==> config.mk <==
export PLATFORM = sky130hd
export DESIGN_NAME = bidir_shift_rx
export DESIGN_NICKNAME = d
export VERILOG_FILES = /design/src/rtl/bidir_shift_rx.sv
export SDC_FILE = /design/constraint.sdc
export NUM_CORES = 1
export LEC_CHECK = 0
export ABC_AREA = 1
export CAP_MARGIN = 20
export CORE_MARGIN = 10
export CORE_UTILIZATION = 29
export DETAILED_ROUTE_END_ITERATION = 6
export GPL_TIMING_DRIVEN = 1
export HOLD_SLACK_MARGIN = 0.15
export PLACE_DENSITY_LB_ADDON = 0.05
export SLEW_MARGIN = 20
export SYNTH_ARGS = -nofsm -noshare
export SYNTH_HDL_FRONTEND = slang
export SYNTH_SLANG_ARGS = --single-unit
==> constraint.sdc <==
create_clock -name clk -period 4 [get_ports clk]
set_clock_uncertainty 0.1 [all_clocks]
set_input_delay 0.4 -clock clk [delete_from_list [all_inputs] [get_ports clk]]
set_output_delay 0.4 -clock clk [all_outputs]
set_load 0.01 [all_outputs]
==> src/rtl/bidir_shift_rx.sv <==
// -----------------------------------------------------------------------------
// bidir_shift_rx
//
// Serial-in / parallel-out frame receiver. It collects WIDTH-bit frames from a
// qualified serial stream, either LSB-first or MSB-first, and presents each
// completed word on a valid/ready output. The shift register is separate from
// the output holding register. This lets the next frame arrive while the
// previous word is still waiting to be consumed.
//
// Ports
//   clk          rising-edge clock
//   reset        asynchronous active-low reset
//   ser_in       serial data bit
//   ser_valid    ser_in carries a valid bit this cycle
//   frame_start  marks the first bit of a frame (only meaningful with ser_valid)
//   shift_dir    0 = LSB-first, 1 = MSB-first; sampled on the first bit only
//   data_out     assembled word (holding register)
//   data_valid   data_out holds an unconsumed word
//   data_ready   consumer accepts data_out while data_valid is high
//   bit_cnt      bits accepted so far in the current frame
//   busy         a frame is being received
//   overrun      sticky flag: a completed word was dropped
//   clr_overrun  synchronous clear of overrun (a same-cycle drop wins)
// -----------------------------------------------------------------------------
module bidir_shift_rx #(
    parameter int WIDTH = 4,
    parameter int CW    = $clog2(WIDTH + 1)
) (
    input  logic             clk,
    input  logic             reset,
    input  logic             ser_in,
    input  logic             ser_valid,
    input  logic             frame_start,
    input  logic             shift_dir,
    output logic [WIDTH-1:0] data_out,
    output logic             data_valid,
    input  logic             data_ready,
    output logic [CW-1:0]    bit_cnt,
    output logic             busy,
    output logic             overrun,
    input  logic             clr_overrun
);

    typedef enum logic {IDLE = 1'b0, RECV = 1'b1} state_t;

    state_t           state_q, state_d;
    logic [WIDTH-1:0] sr_q, sr_d;
    logic [WIDTH-1:0] dout_q, dout_d;
    logic [CW-1:0]    cnt_q, cnt_d;
    logic             dir_q, dir_d;
    logic             dvalid_q, dvalid_d;
    logic             ovr_q, ovr_d;

    logic             accept;
    logic             dir_eff;
    logic [WIDTH-1:0] shifted;
    logic [CW-1:0]    cnt_inc;

    always_comb begin
        state_d  = state_q;
        sr_d     = sr_q;
        dout_d   = dout_q;
        cnt_d    = cnt_q;
        dir_d    = dir_q;
        dvalid_d = dvalid_q;
        ovr_d    = ovr_q;

        // A frame_start bit is accepted in any state. This also covers a
        // restart in RECV, which silently drops the partial frame.
        accept  = ser_valid && (frame_start || (state_q == RECV));

        // The first bit of a frame must already use the new direction.
        // Later bits use the latched direction, so mid-frame changes to
        // shift_dir have no effect.
        dir_eff = frame_start ? shift_dir : dir_q;
        shifted = dir_eff ? {sr_q[WIDTH-2:0], ser_in}
                          : {ser_in, sr_q[WIDTH-1:1]};
        cnt_inc = frame_start ? CW'(1) : cnt_q + CW'(1);

        if (clr_overrun) begin
            ovr_d = 1'b0;
        end
        if (dvalid_q && data_ready) begin
            dvalid_d = 1'b0;
        end

        if (accept) begin
            // On a restart, stale bits stay in sr_q. They are shifted out
            // before the new frame completes.
            sr_d = shifted;
            if (frame_start) begin
                dir_d = shift_dir;
            end
            if (cnt_inc == CW'(WIDTH)) begin
                cnt_d   = '0;
                state_d = IDLE;
                // A word being consumed this cycle frees the holding register
                // for the new one. Otherwise the new word is lost and flagged.
                // The set is assigned last, so it overrides clr_overrun.
                if (!dvalid_q || data_ready) begin
                    dout_d   = shifted;
                    dvalid_d = 1'b1;
                end else begin
                    ovr_d = 1'b1;
                end
            end else begin
                cnt_d   = cnt_inc;
                state_d = RECV;
            end
        end
    end

    always_ff @(posedge clk or negedge reset) begin
        if (!reset) begin
            state_q  <= IDLE;
            sr_q     <= '0;
            dout_q   <= '0;
            cnt_q    <= '0;
            dir_q    <= 1'b0;
            dvalid_q <= 1'b0;
            ovr_q    <= 1'b0;
        end else begin
            state_q  <= state_d;
            sr_q     <= sr_d;
            dout_q   <= dout_d;
            cnt_q    <= cnt_d;
            dir_q    <= dir_d;
            dvalid_q <= dvalid_d;
            ovr_q    <= ovr_d;
        end
    end

    assign data_out   = dout_q;
    assign data_valid = dvalid_q;
    assign bit_cnt    = cnt_q;
    assign busy       = (state_q == RECV);
    assign overrun    = ovr_q;

endmodule

==> summary.md, run 1 <==
| Metric | Value |
|---|---|
| Arr. time, crit path | approximately 1300 ps |
| Critical Path Source | bit_cnt[0]$_DFFE_PN0P_ |
| FF-to-FF Start | bit_cnt[0]$_DFFE_PN0P_ |
| Setup TNS | 0 ps |
| Worst Path Required | 3500 ps |
| Rel. slew slack | 54.5% |
| H-tree depth reported by CTS | 1 |
| Post-Syn Nets | 100 |
| Delay-heaviest family, CP | buffers and inverters |
| Syn_area_per_cell | 7.89 µm² |
| Via count of the first global-routing pass | approximately 640 |
| Root Buffer | clkbuf_4 |
| DRC viols | 0 |
| Area grow syn2layout | 31.7% |
| Setup crit start kind | flop |
| Initial Util | 31.6% |
| Adder-Cell Fraction of Synth Area | 1.74% |
| Final nets | 121 |
| Hold_sp | data_out[3]$_DFFE_PN0P_ |
| TritonCTS Buffers | 3 |
| Post-CTS Hold Buffers | 0 |
| IO buf count | 17 |
| Final HPWL DP | 1320 µm |
| Critical path's slowest cell | clkdlybuf4s50_1 |
| Setup Crit Path Kind | reg2out |
| Number of vias in the routed layout | 652 |
| FP Rows | 17 |
| Core footprint | approximately 0.0023 mm² |
| Crit path capture type | primary output |
| Clock buffer depth | 2 |
| Post-route ant nets | 0 |
| CTS Sinks | 15 |
| Worst hold path type | reg2reg |
| Compound-gate portion of the synthesized area | ~7.5% |
| Clk_lat worst skew | 290 ps |
| Initial antenna violation count | 0 |
| Finished Layout Cells | 139 |
| Placed Cells | about 140 |
| IO Pins | 18 |
| PwrDens | around 460 mW/mm² |
| Synth warn | 0 |
| Max-Cap Viols | 0 |
| Fin crit share | 44.6% |
| Combinational power share | about a third |
| Largest net degree at the start of global routing | 16 |
| Overflow after GRT | 0 |
| # setup viols final | 0 |
| Antenna cells | 0 |
| Largest family of logic cells by synthesized area | simple AND/OR/NAND/NOR gates |
| Critical path's largest stage delay | 570 ps |
| Reg2reg path depth | 7 |
| Hold Path Depth | 2 |
| Sw Ratio | approximately a third |
| Final hold vios | 0 |
| Die Y | 69.8 µm |
| Clock slew at reported path FFs | 100 ps |
| DRT Pass-1 Iters | 4 |
| 1st-iter DRT viols | 48 |
| Peak supply drop | around 0.21 mV |
| Final WL | 1690 µm |
| Mapped cell area | 718 µm² |
| DIE WIDTH | between 60 and 70 µm |
| RSZ-0062 raised after global routing | no |
| DR vias/cell | ~4.7 |
| Post-synth cell types | 12 |
| Tmin final | 1780 ps |
| WL/cell | 12.1 µm |
| Sequential share of power | 47.0% |
| Post-Synth Simple-Gate Area | between 30% and 40% |
| # Post-CTS Setup Buffers | 0 |
| Crit. path cell count | 1 |
| Full die area | 0.00487 mm² |
| Mux share of post-synthesis cell area | 0% |
| Status | complete, no violations |
| Worst Tran Pin Value | 681 ps |
| Cells after synthesis | 91 |
| Fmax | roughly 560 MHz |
| Sw Pwr | 0.000141 W |
| Post-CTS Resized | 0 |
| CTS tree | yes |
| First-pass GRT wire length | 2970 µm |
| Clock Power Share | 21.3% |
| Worst path cell trace | clkdlybuf4s50_1 |
| Xor/xnor cell area share of the yosys netlist | 0% |
| GP Congestion | 0.808 |
| Cell Int Power | 0.000291 W |
| FF+latch count, synth | 15 |
| GRT Resource Usage Total | around 7.4% |
| WP buf/inv | 1 |
| Max-slew violations | 0 |
| Sequential cell area fraction in the yosys report | around 52% |
| Layout cells sized above 1 | 5.41% |
| Leakage | 0.449 nW |
| Crit Path Max Fanout | 5 |
cell type report:
class                           instances  area [µm²]
Clock inverter                          1        7.51
Clock buffer                            3        22.5
Sequential cell                        15         375
Inverter                                7        26.3
Fill cell                             233        1330
Tap cell                               28        35.0
Timing Repair Buffer                   17         170
Multi-Input combinational cell         68         309
metal layers:
metal / track usage (%) / part of all wire (%)
met4: 1.96 / 0.53
met5: 0 / 0
met1: 8.13 / 46
met2: 11.6 / 46
met3: 4.42 / 8.1
cells in the mapped netlist:
master	count	area share, %
nor2_1	12	6.3
nor2_4	1	1.6
a31oi_1	5	4.4
o21ai_0	3	2.1
nand2_1	32	17
nor2_2	1	0.87
nand3_1	12	8.4
ha_1	1	1.7
buf_4	1	1.0
dfrtp_1	15	52
o31ai_1	1	1.0
inv_1	7	3.7
cell families (layout without fill, tap and decap cells):
family / Yosys count / after routing
buf+inv: 8 / 28
flops: 15 / 15
fa+ha+maj: 1 / 1
compound gates: 9 / 9
simple gates: 58 / 58
metrics by stage:
| step | util (%) | cell area, µm² | setup slack, ps | hold WS [ps] | power, W |
|---|---|---|---|---|---|
| final | 41.6 | 946 | 2220 | 391 | 0.000432 |
| after floorplan | - | 718 | 2510 | 4.41 | 0.000274 |
| after CTS | 41.6 | 946 | 2200 | 399 | 0.000441 |
| after global routing | 41.6 | 946 | 2170 | 436 | 0.000467 |
| after global placement | 40.2 | 916 | 2110 | 364 | 0.000345 |
| after detailed placement | 40.2 | 916 | 2070 | 372 | 0.000345 |
power by group through the flow:
stage               Sequential [W]  Combinational (W)  Clock (W)
floorplan                 0.000215          0.0000595          0
global placement          0.000206           0.000139          0
detailed placement        0.000206           0.000139          0
CTS                       0.000203           0.000140  0.0000980
global route              0.000208           0.000155   0.000103
finish                    0.000203           0.000137  0.0000920
path summary, 6_finish.rpt:
check / to / slack [ps]
setup / recovery: bit_cnt[0] / 2220
hold / removal: data_out[3]$_DFFE_PN0P_ / 390
setup reg to reg: data_out[1]$_DFFE_PN0P_ / 2370
hold reg to reg: data_out[3]$_DFFE_PN0P_ / 390
max in group asynchronous: data_valid$_DFF_PN0_ / 2950
min in group asynchronous: dir_q$_DFFE_PN0P_ / 410
cell usage in the layout, fill, tap and decap left out, drive strengths merged:
cell,count
ha,1
o31ai,1
nor2,14
dfrtp,15
nand2,32
a31oi,5
clkbuf,3
inv,7
clkinvlp,1
clkdlybuf4s50,17
nand3,12
o21ai,3
sequential cells by signal, indices dropped and copies added, names as in the netlist:
register,count
bit_cnt,3
busy,1
data_out,4
data_valid,1
dir_q,1
overrun,1
sr_q,4
(Power assumes the default switching activity.)
==> run 2, diff against run 1 <==
- clock period: 4 -> 1.7 ns (I/O delays scaled with it)
==> summary.md, run 2 (same netlist as run 1, synthesis figures left out) <==
| Metric | Value |
|---|---|
| Crit path capture type | primary output |
| Sequential share of power | 46.1% (-0.9 points) |
| Critical path's largest stage delay | 530 ps (-40 ps) |
| IO buf count | 17 (unchanged) |
| H-tree depth reported by CTS | 1 (unchanged) |
| DRT Pass-1 Iters | 4 (unchanged) |
| Leakage | 0.483 nW (+7.6%) |
| WP buf/inv | 2 (+1) |
| Critical path's slowest cell | clkdlybuf4s50_1 |
| GRT Resource Usage Total | 7.92% (+0.56 points) |
| Worst Tran Pin Value | 260 ps (-421 ps) |
| Combinational power share | 33.2% (+1.5 points) |
| CTS Sinks | 15 (unchanged) |
| Sw Pwr | 0.000329 W (+130%) |
| Overflow after GRT | 0 (unchanged) |
| Most frequent cells in the layout | 32 x nand2_1, 17 x clkdlybuf4s50_1, 15 x dfrtp_1, 12 x nor2_1, 11 x nand3_1 |
| Initial antenna violation count | 0 (unchanged) |
| Clock slew at reported path FFs | 90 ps (about the same) |
| Clock Power Share | 20.7% (-0.6 points) |
| First-pass GRT wire length | 3150 µm (+6.3%) |
| Full die area | 0.00487 mm² (unchanged) |
| Initial Util | 31.6% (unchanged) |
| Worst path cell trace | buf_4 -> clkdlybuf4s50_1 |
| RSZ-0062 raised after global routing | no |
| Arr. time, crit path | 1300 ps (+20 ps) |
| Post-route ant nets | 0 (unchanged) |
| # Post-CTS Setup Buffers | 0 (unchanged) |
| CTS tree | yes |
| Sw Ratio | 31.9% (-0.70 points) |
| Max-slew violations | 0 (unchanged) |
| Largest net degree at the start of global routing | 16 (unchanged) |
| Tmin final | 1570 ps |
| Area grow syn2layout | 39.5% |
| Cell Int Power | 0.000702 W (+140%) |
| Commonest non-fill, non-tap cell in the layout | nand2_1 |
| Crit Path Max Fanout | 4 (-1) |
| Worst hold path type | in2reg |
| Clk_lat worst skew | 290 ps (about the same) |
| Final hold vios | 0 (unchanged) |
| DP Area | 961 µm² (+4.9%) |
| Slack of the worst reg-to-reg path | 200 ps (-2170 ps) |
| Setup crit start kind | flop |
| GP Congestion | 0.779 (-3.6%) |
| Final WL | 1740 µm (+3.3%) |
| 1st-iter DRT viols | 14 (-71%) |
| DR vias/cell | 4.64 (-1.0%) |
| Final HPWL DP | 1370 µm (+3.9%) |
| Peak supply drop | 0.573 mV (+170%) |
| Number of vias in the routed layout | 678 (+4.0%) |
| DIE WIDTH | 69.8 µm (unchanged) |
| Critical Path Source | bit_cnt[0]$_DFFE_PN0P_ |
| WL/cell | 11.9 µm (-1.6%) |
| Worst setup path end | bit_cnt[0] |
| # setup viols final | 0 (unchanged) |
| Status | complete, no violations |
| Root Buffer | clkbuf_4 |
| Fmax | approximately 640 MHz |
| Die Y | 69.8 µm (unchanged) |
| Reg2reg path depth | 7 (unchanged) |
| Crit. path cell count | 2 (+1) |
| Rel. slew slack | 82.5% (+28 points) |
| Final nets | 128 (+5.8%) |
| IO Pins | 18 (unchanged) |
| FF-to-FF Start | bit_cnt[1]$_DFFE_PN0P_ |
| Design area | 0.00100 mm² (+6.0%) |
| Delay-heaviest family, CP | buffers and inverters |
| FP Rows | 17 (unchanged) |
| Setup Crit Path Kind | reg2out |
| DRC viols | 0 (unchanged) |
| Layout cells sized above 1 | 10.2% (+4.8 points) |
| PwrDens | 1030 mW/mm² (+130%) |
| Setup TNS | 0 ps (unchanged) |
| Worst Path Required | 1430 ps (-2070 ps) |
| TritonCTS Buffers | 3 (unchanged) |
| Clock buffer depth | 2 (unchanged) |
| Reg-to-reg endpoint | data_out[0]$_DFFE_PN0P_ |
| Core footprint | 0.00228 mm² (unchanged) |
| Via count of the first global-routing pass | 690 (+7.1%) |
| Max-Cap Viols | 0 (unchanged) |
| Antenna cells | 0 (unchanged) |
| Fin crit share | 92.4% |
[run 2: changes by cell type in the layout (fill, tap and decap cells not counted), sizes merged]
| cell | delta |
|---|---|
| clkbuf | +1 |
| clkinvlp | -1 |
| dlygate4sd3 | +1 |
| buf | +6 |
[run 2: how the worst min path moves through the flow]
| stage | end | slack, ps | start | depth (start not counted) |
|---|---|---|---|---|
| 3_5_place_dp | data_out[0]$_DFFE_PN0P_ | 370 | data_out[0]$_DFFE_PN0P_ | 2 |
| 3_3_place_gp | data_out[2]$_DFFE_PN0P_ | 370 | data_out[2]$_DFFE_PN0P_ | 2 |
| 5_1_grt | overrun$_DFF_PN0_ | 380 | clr_overrun | 4 |
| 2_1_floorplan | bit_cnt[0]$_DFFE_PN0P_ | -230 | reset | 0 |
| 4_1_cts | overrun$_DFF_PN0_ | 360 | clr_overrun | 4 |
| 6_report | overrun$_DFF_PN0_ | 360 | clr_overrun | 4 |
[run 2: cell type report]
class	count	area, µm²
Tap cell	28	35.0
Multi-Input combinational cell	68	314
Sequential cell	15	375
Timing Repair Buffer	24	225
Inverter	7	26.3
Clock buffer	4	26.3
Fill cell	237	1270
[run 2: power groups by stage]
stage,Sequential (W),Combinational (W),Clock [W]
global placement,0.000485,0.000346,0
global route,0.000494,0.000396,0.000239
detailed placement,0.000483,0.000347,0
finish,0.000475,0.000342,0.000213
CTS,0.000478,0.000350,0.000226
floorplan,0.000506,0.000140,0
[run 2: per-stage QoR]
| step | std cells | power, W | setup WS [ps] | hold slack (ps) | util (%) |
|---|---|---|---|---|---|
| after detailed placement | 141 | 0.000831 | 37.1 | 372 | 42.2 |
| after global routing | 146 | 0.00113 | 5.18 | 376 | 44.0 |
| after floorplan | 91 | 0.000646 | 213 | -226 | - |
| after global placement | 141 | 0.000831 | 46.4 | 371 | 42.2 |
| after CTS | 146 | 0.00105 | 98.7 | 357 | 43.8 |
| final | 146 | 0.00103 | 128 | 357 | 44.0 |
[run 2: timing repair]
action | in CTS | in global routing
resized for setup | 0 | 1
hold buffers | 1 | 0
setup endpoints to repair | 0 | 4
endpoints found under the hold margin | 15 | 0
[run 2: per-layer routing]
layer | track usage (%) | routed length (µm) | part of all wire (%)
met1 | 8.99 | 750 | 43
met2 | 11.7 | 815 | 47
met3 | 4.71 | 154 | 8.8
met4 | 3.26 | 25 | 1.4
met5 | 0 | 0 | 0
[run 2: worst min-delay path: stages]
cell	delay, ps
clkdlybuf4s50_1	400
inv_1	50
nand2_1	40
o21ai_0	60
